**src/rtl/conf_status_tx_channel.sv**
```systemverilog
// RIFFA TX channel that returns a fixed status/acknowledge packet to the host.
// Define CONF_TX_SEQ_EN to append a sequence beat {~seq, seq} (LEN becomes 6).
module conf_status_tx_channel #(
  parameter int          C_PCI_DATA_WIDTH = 64,
  parameter logic [31:0] C_MAGIC          = 32'h02020202
) (
  input  logic                        CLK,
  input  logic                        RST,
  output logic                        CHNL_TX_CLK,
  output logic                        CHNL_TX,
  input  logic                        CHNL_TX_ACK,
  output logic                        CHNL_TX_LAST,
  output logic [31:0]                 CHNL_TX_LEN,
  output logic [30:0]                 CHNL_TX_OFF,
  output logic [C_PCI_DATA_WIDTH-1:0] CHNL_TX_DATA,
  output logic                        CHNL_TX_DATA_VALID,
  input  logic                        CHNL_TX_DATA_REN,
  input  logic                        SEND,
  input  logic [31:0]                 WIDTH,
  input  logic [31:0]                 HEIGHT,
  input  logic [31:0]                 STATUS,
  output logic                        BUSY,
  output logic                        SEND_DONE
);

`ifdef CONF_TX_SEQ_EN
  localparam int NBEATS = 3;
`else
  localparam int NBEATS = 2;
`endif
  localparam logic [1:0]  LAST_BEAT = 2'(NBEATS - 1);
  localparam logic [31:0] PKT_LEN   = 32'(NBEATS * 2);

  typedef enum logic [1:0] {
    S_IDLE,
    S_REQ,
    S_DATA,
    S_DONE
  } state_t;

  state_t                        r_state;
  logic                          r_pending;
  logic [1:0]                    r_beat_cnt;
  logic [31:0]                   r_width;
  logic [31:0]                   r_height;
  logic [31:0]                   r_status;
  logic                          r_tx;
  logic                          r_valid;
  logic                          r_done;
  logic                          r_busy;
  logic [C_PCI_DATA_WIDTH-1:0]   r_data;
`ifdef CONF_TX_SEQ_EN
  logic [31:0]                   r_seq;
`endif

  logic [1:0]                    w_next_idx;
  logic [C_PCI_DATA_WIDTH-1:0]   w_next_beat;
  logic                          w_accept;
  logic                          w_last;

  assign w_next_idx = r_beat_cnt + 2'd1;
  assign w_accept   = r_valid & CHNL_TX_DATA_REN;
  assign w_last     = (r_beat_cnt == LAST_BEAT);

  // Beat 0 is loaded on ACK; this mux supplies the beats that follow it.
  always_comb begin
    w_next_beat = '0;
    unique case (w_next_idx)
      2'd1:    w_next_beat = {r_status, r_height};
`ifdef CONF_TX_SEQ_EN
      2'd2:    w_next_beat = {~r_seq, r_seq};
`endif
      default: w_next_beat = '0;
    endcase
  end

  always_ff @(posedge CLK) begin
    if (RST) begin
      r_state    <= S_IDLE;
      r_pending  <= 1'b0;
      r_beat_cnt <= 2'd0;
      r_width    <= '0;
      r_height   <= '0;
      r_status   <= '0;
      r_tx       <= 1'b0;
      r_valid    <= 1'b0;
      r_done     <= 1'b0;
      r_busy     <= 1'b0;
      r_data     <= '0;
`ifdef CONF_TX_SEQ_EN
      r_seq      <= '0;
`endif
    end else begin
      r_done <= 1'b0;
      unique case (r_state)
        S_IDLE: begin
          if (SEND) begin
            r_width  <= WIDTH;
            r_height <= HEIGHT;
            r_status <= STATUS;
            r_tx     <= 1'b1;
            r_busy   <= 1'b1;
            r_state  <= S_REQ;
          end
        end
        S_REQ: begin
          if (SEND) r_pending <= 1'b1;
          if (CHNL_TX_ACK) begin
            r_valid    <= 1'b1;
            r_data     <= {r_width, C_MAGIC};
            r_beat_cnt <= 2'd0;
            r_state    <= S_DATA;
          end
        end
        S_DATA: begin
          if (SEND) r_pending <= 1'b1;
          if (w_accept) begin
            if (w_last) begin
              r_tx    <= 1'b0;
              r_valid <= 1'b0;
              r_data  <= '0;
              r_done  <= 1'b1;
              r_state <= S_DONE;
            end else begin
              r_beat_cnt <= w_next_idx;
              r_data     <= w_next_beat;
            end
          end
        end
        S_DONE: begin
`ifdef CONF_TX_SEQ_EN
          r_seq <= r_seq + 32'd1;
`endif
          // A SEND landing in this cycle is merged like a pending one.
          if (r_pending || SEND) begin
            r_width   <= WIDTH;
            r_height  <= HEIGHT;
            r_status  <= STATUS;
            r_pending <= 1'b0;
            r_tx      <= 1'b1;
            r_state   <= S_REQ;
          end else begin
            r_busy  <= 1'b0;
            r_state <= S_IDLE;
          end
        end
        default: r_state <= S_IDLE;
      endcase
    end
  end

  assign CHNL_TX_CLK        = CLK;
  assign CHNL_TX            = r_tx;
  assign CHNL_TX_LAST       = 1'b1;
  assign CHNL_TX_LEN        = PKT_LEN;
  assign CHNL_TX_OFF        = '0;
  assign CHNL_TX_DATA       = r_data;
  assign CHNL_TX_DATA_VALID = r_valid;
  assign BUSY               = r_busy;
  assign SEND_DONE          = r_done;

endmodule

```
**config.mk**
```make
export PLATFORM = sky130hd
export DESIGN_NAME = conf_status_tx_channel
export DESIGN_NICKNAME = d
export VERILOG_FILES = /design/src/rtl/conf_status_tx_channel.sv
export SDC_FILE = /design/constraint.sdc
export NUM_CORES = 1
export LEC_CHECK = 0
export BUFFER_PORTS_ARGS = -buffer_cell sky130_fd_sc_hd__clkbuf_2
export CORE_ASPECT_RATIO = 0.75
export CORE_MARGIN = 4
export CORE_UTILIZATION = 45
export CTS_BUF_LIST = sky130_fd_sc_hd__clkbuf_4 sky130_fd_sc_hd__clkbuf_8 sky130_fd_sc_hd__clkbuf_16
export DETAILED_ROUTE_END_ITERATION = 10
export PLACE_DENSITY = 0.85
export SYNTH_ARGS = -nofsm -noshare
export SYNTH_HDL_FRONTEND = slang
export SYNTH_SLANG_ARGS = --single-unit
```
**constraint.sdc**
```tcl
create_clock -name CLK -period 2.49 [get_ports CLK]
set_input_delay 0.249 -clock CLK [delete_from_list [all_inputs] [get_ports CLK]]
set_output_delay 0.249 -clock CLK [all_outputs]
set_load 0.01 [all_outputs]
```
==> impl_metrics.csv <==
group,metric,value,unit
sta,min_period_over_period,0.827,
logic_synthesis,synth_area_per_cell,8.12,sq um
routing,detail-route-antenna-nets,0,
cells_and_area,share_of_cells_above_drive_strength_1,0.208,
logic_synthesis,synth_enable_flop_cells,0,
routing,route.top_layer_used,"met4",
floorplan,placement_rows,38,
grt,total_routing_usage_gr,0.228,
routing,detail_route.wirelength,19.7,mm
routing,detailroute.wirelength.met2,9.97,mm
cells_and_area,flow.area_growth_from_synthesis,34.8,%
routing,avgViaCountPerCell,5.02,
placement,pre_cts_slack,0.483,ns
logic_synthesis,synthFlopType,"sky130_fd_sc_hd__dfxtp_1",
worst_setup_path,critPathSlowestCell,"sky130_fd_sc_hd__dfxtp_1",
floorplan,core,14700,sq um
worst_setup_path,ordered_cell_list_for_the_critical_path,"inv_1 -> ha_1 -> nor2b_1 -> o22a_4 -> buf_12 -> nand2_1 -> a21oi_1",
sta,rsz0062_at_grt,"false",
worst_setup_path,crit_fanout,63,
sta,timing.max_slew.rel_slack,0.573,
sta,layout_min_cycle_time,2.06,ns
power_and_ir_drop,finalPower,10.9,mW
placement,gp_routability_congestion,0.821,
sta,worst_clock_skew,0.0108,ns
sta,post-route-worst-setup-slack,0.430,ns
routing,initialDrtViolationCount,367,
grt,antenna_found_initial,0,
floorplan,io_pins,234,
sta,drv_slew,0,
cells_and_area,multi_input_area,2870,sq um
power_and_ir_drop,p_leak,3.91,nW
logic_synthesis,syn-cell-area,6840,sq um
routing,met3RoutedLength,1.46,mm
sta,finalHoldViolCount,0,
floorplan,die_area,17200,sq um
sta,timing.setup.tns,0,ns
routing,vias,6474,
logic_synthesis,flip_flop_and_latch_count_after_synthesis,169,
routing,drt_first_pass_iters,7,
worst_setup_path,critPathLaunchType,"flop",
worst_setup_path,cp-end-kind,"flop",
clock_tree,insertion_delay,0.53,ns
worst_setup_path,critical_path.top_delay_family,"compound AO/OA/AOI/OAI gates",
logic_synthesis,syn-instance-count,842,
logic_synthesis,async_reset_ff_frac,0,
clock_tree,holdBufCountCts,96,
worst_setup_path,worstPathArrival,2.50,ns
cells_and_area,commonest_non_fill_non_tap_cells_in_the_layout,"sky130_fd_sc_hd__nand2_1, sky130_fd_sc_hd__dfxtp_1, sky130_fd_sc_hd__clkbuf_2, sky130_fd_sc_hd__a21oi_1, sky130_fd_sc_hd__dlygate4sd3_1",
clock_tree,clkSlewWorstSetupHoldPaths,0.07,ns
sta,maxClockFrequency,485,MHz
routing,wl_per_cell,15.3,microns
logic_synthesis,synth.yosys.seq_area_share,0.495,
outcome,outcome,"complete, no violations",
power_and_ir_drop,vdd_drop_max,0.746,mV
routing,drt_drc_violations_left,0,
cells_and_area,mostFrequentLayoutCell,"sky130_fd_sc_hd__nand2_1",
placement,portBuffers,169,
floorplan,die_h,115,microns
job,maxCapViolations,0,
sta,timing_worst_slew_pin_value,0.641,ns
cells_and_area,num-nets-final,1185,
sta,setup_viol_count_final,0,
clock_tree,cts_tree,"done",
worst_setup_path,worst-path-buf-inv,2,
power_and_ir_drop,cellPowerDensity,1180,nW/um^2
cells_and_area,antenna_cells_inserted,0,
worst_setup_path,critical_path_required,2.93,ns
clock_tree,cts.repair_timing.setup_buffer_count,0,
floorplan,die_width,150,microns
cells_and_area,fillers,1232,
logic_synthesis,synth-warning-count,0,
placement,detailedPlacementHpwl,11.3,mm
grt,grt_pass1_vias,6428,
grt,wire_length_of_the_first_global_routing_pass,31.6,mm
worst_setup_path,critical-path-max-stage-delay,0.39,ns
worst_setup_path,setup.worst_path.class,"reg -> reg",
routing,wl_met1,7.92,mm
floorplan,floorplan.initialDensity,0.465,
clock_tree,cts-resized-gates,0,
cells_and_area,area.sequential,3380,sq um
worst_hold_path,worstHoldPathType,"in -> reg",
logic_synthesis,synth_cell_types,31,
grt,grt_overflow,0,
grt,maximum_number_of_pins_on_one_net_before_global_route_repair,75,
layer usage:
metal / global-route usage / vias up
met2: 0.394 / 275
met1: 0.274 / 3002
met5: 0 / -
met4: 0.0926 / 0
li1: - / 3161
met3: 0.0524 / 36
Yosys cell counts (all sizes together) (3+ instances only):
master	n	area (sq um)
a221oi	33	289
nor2	41	154
nand2	223	837
a21oi	134	671
nand3	29	145
nand2b	3	18.8
a211oi	6	50.1
clkbuf	27	101
nor3	34	170
nor2b	4	27.5
ha	8	100
inv	8	30.0
dfxtp	169	3380
buf	104	713
path summary, 6_finish.rpt:
kind | slack, ns | end | cells past startpoint | startpoint
setup / recovery | 0.43 | r_width[1]$_SDFFE_PP0P_ | 7 | r_state[0]$_SDFFE_PP0P_
hold / removal | 0.10 | BUSY$_SDFFE_PP0P_ | 3 | SEND
setup reg to reg | 0.43 | r_width[1]$_SDFFE_PP0P_ | 7 | r_state[0]$_SDFFE_PP0P_
hold reg to reg | 0.45 | CHNL_TX_DATA[23]$_SDFFE_PP0P_ | 2 | CHNL_TX_DATA[23]$_SDFFE_PP0P_
final cells by class:
type,count,share of cell area
clock inverters,13,0.0182
well taps,200,0.0271
multi-input cells,596,0.311
clock buffers,23,0.0565
inverters,8,0.00326
flip-flops and latches,169,0.367
repair buffers,280,0.217
cell families (layout without fill, tap and decap cells):
logic type | count (synthesis) | count (layout) | synth area share
simple gates | 339 | 339 | 0.203
other cells | 2 | 64 | 0.00110
fa+ha+maj | 8 | 8 | 0.0146
buf+inv | 139 | 324 | 0.124
compound gates | 183 | 183 | 0.160
mux | 2 | 2 | 0.00293
flops | 169 | 169 | 0.495
stage by stage:
step	util	cell area, sq um	cells	hold WS, ns
floorplan	-	7070	904	0.341
global placement	0.516	7570	1158	0.352
detailed placement	0.516	7570	1158	0.352
CTS	0.627	9220	1289	0.0773
global route	0.627	9220	1289	0.130
finish	0.627	9220	1289	0.103
worst reg2reg max path: stages (launching register included):
cell	delay, ns
sky130_fd_sc_hd__dfxtp_1	0.39
sky130_fd_sc_hd__inv_1	0.12
sky130_fd_sc_hd__ha_1	0.33
sky130_fd_sc_hd__nor2b_1	0.31
sky130_fd_sc_hd__o22a_4	0.22
sky130_fd_sc_hd__buf_12	0.25
sky130_fd_sc_hd__nand2_1	0.15
sky130_fd_sc_hd__a21oi_1	0.21
power by group:
group,switching (mW),leakage (nW),internal (mW)
sequential,0.409,1.38,3.42
combinational,2.61,2.20,1.50
clock,1.16,0.325,1.83
total,4.18,3.91,6.75
sequential cells by signal (all words and copies together) (netlist names), 2 cells and up:
signal / cells
r_width: 32
r_beat_cnt: 2
r_state: 2
r_status: 32
CHNL_TX_DATA: 64
r_height: 32
No activity file was read; power rests on OpenSTA's default activity.
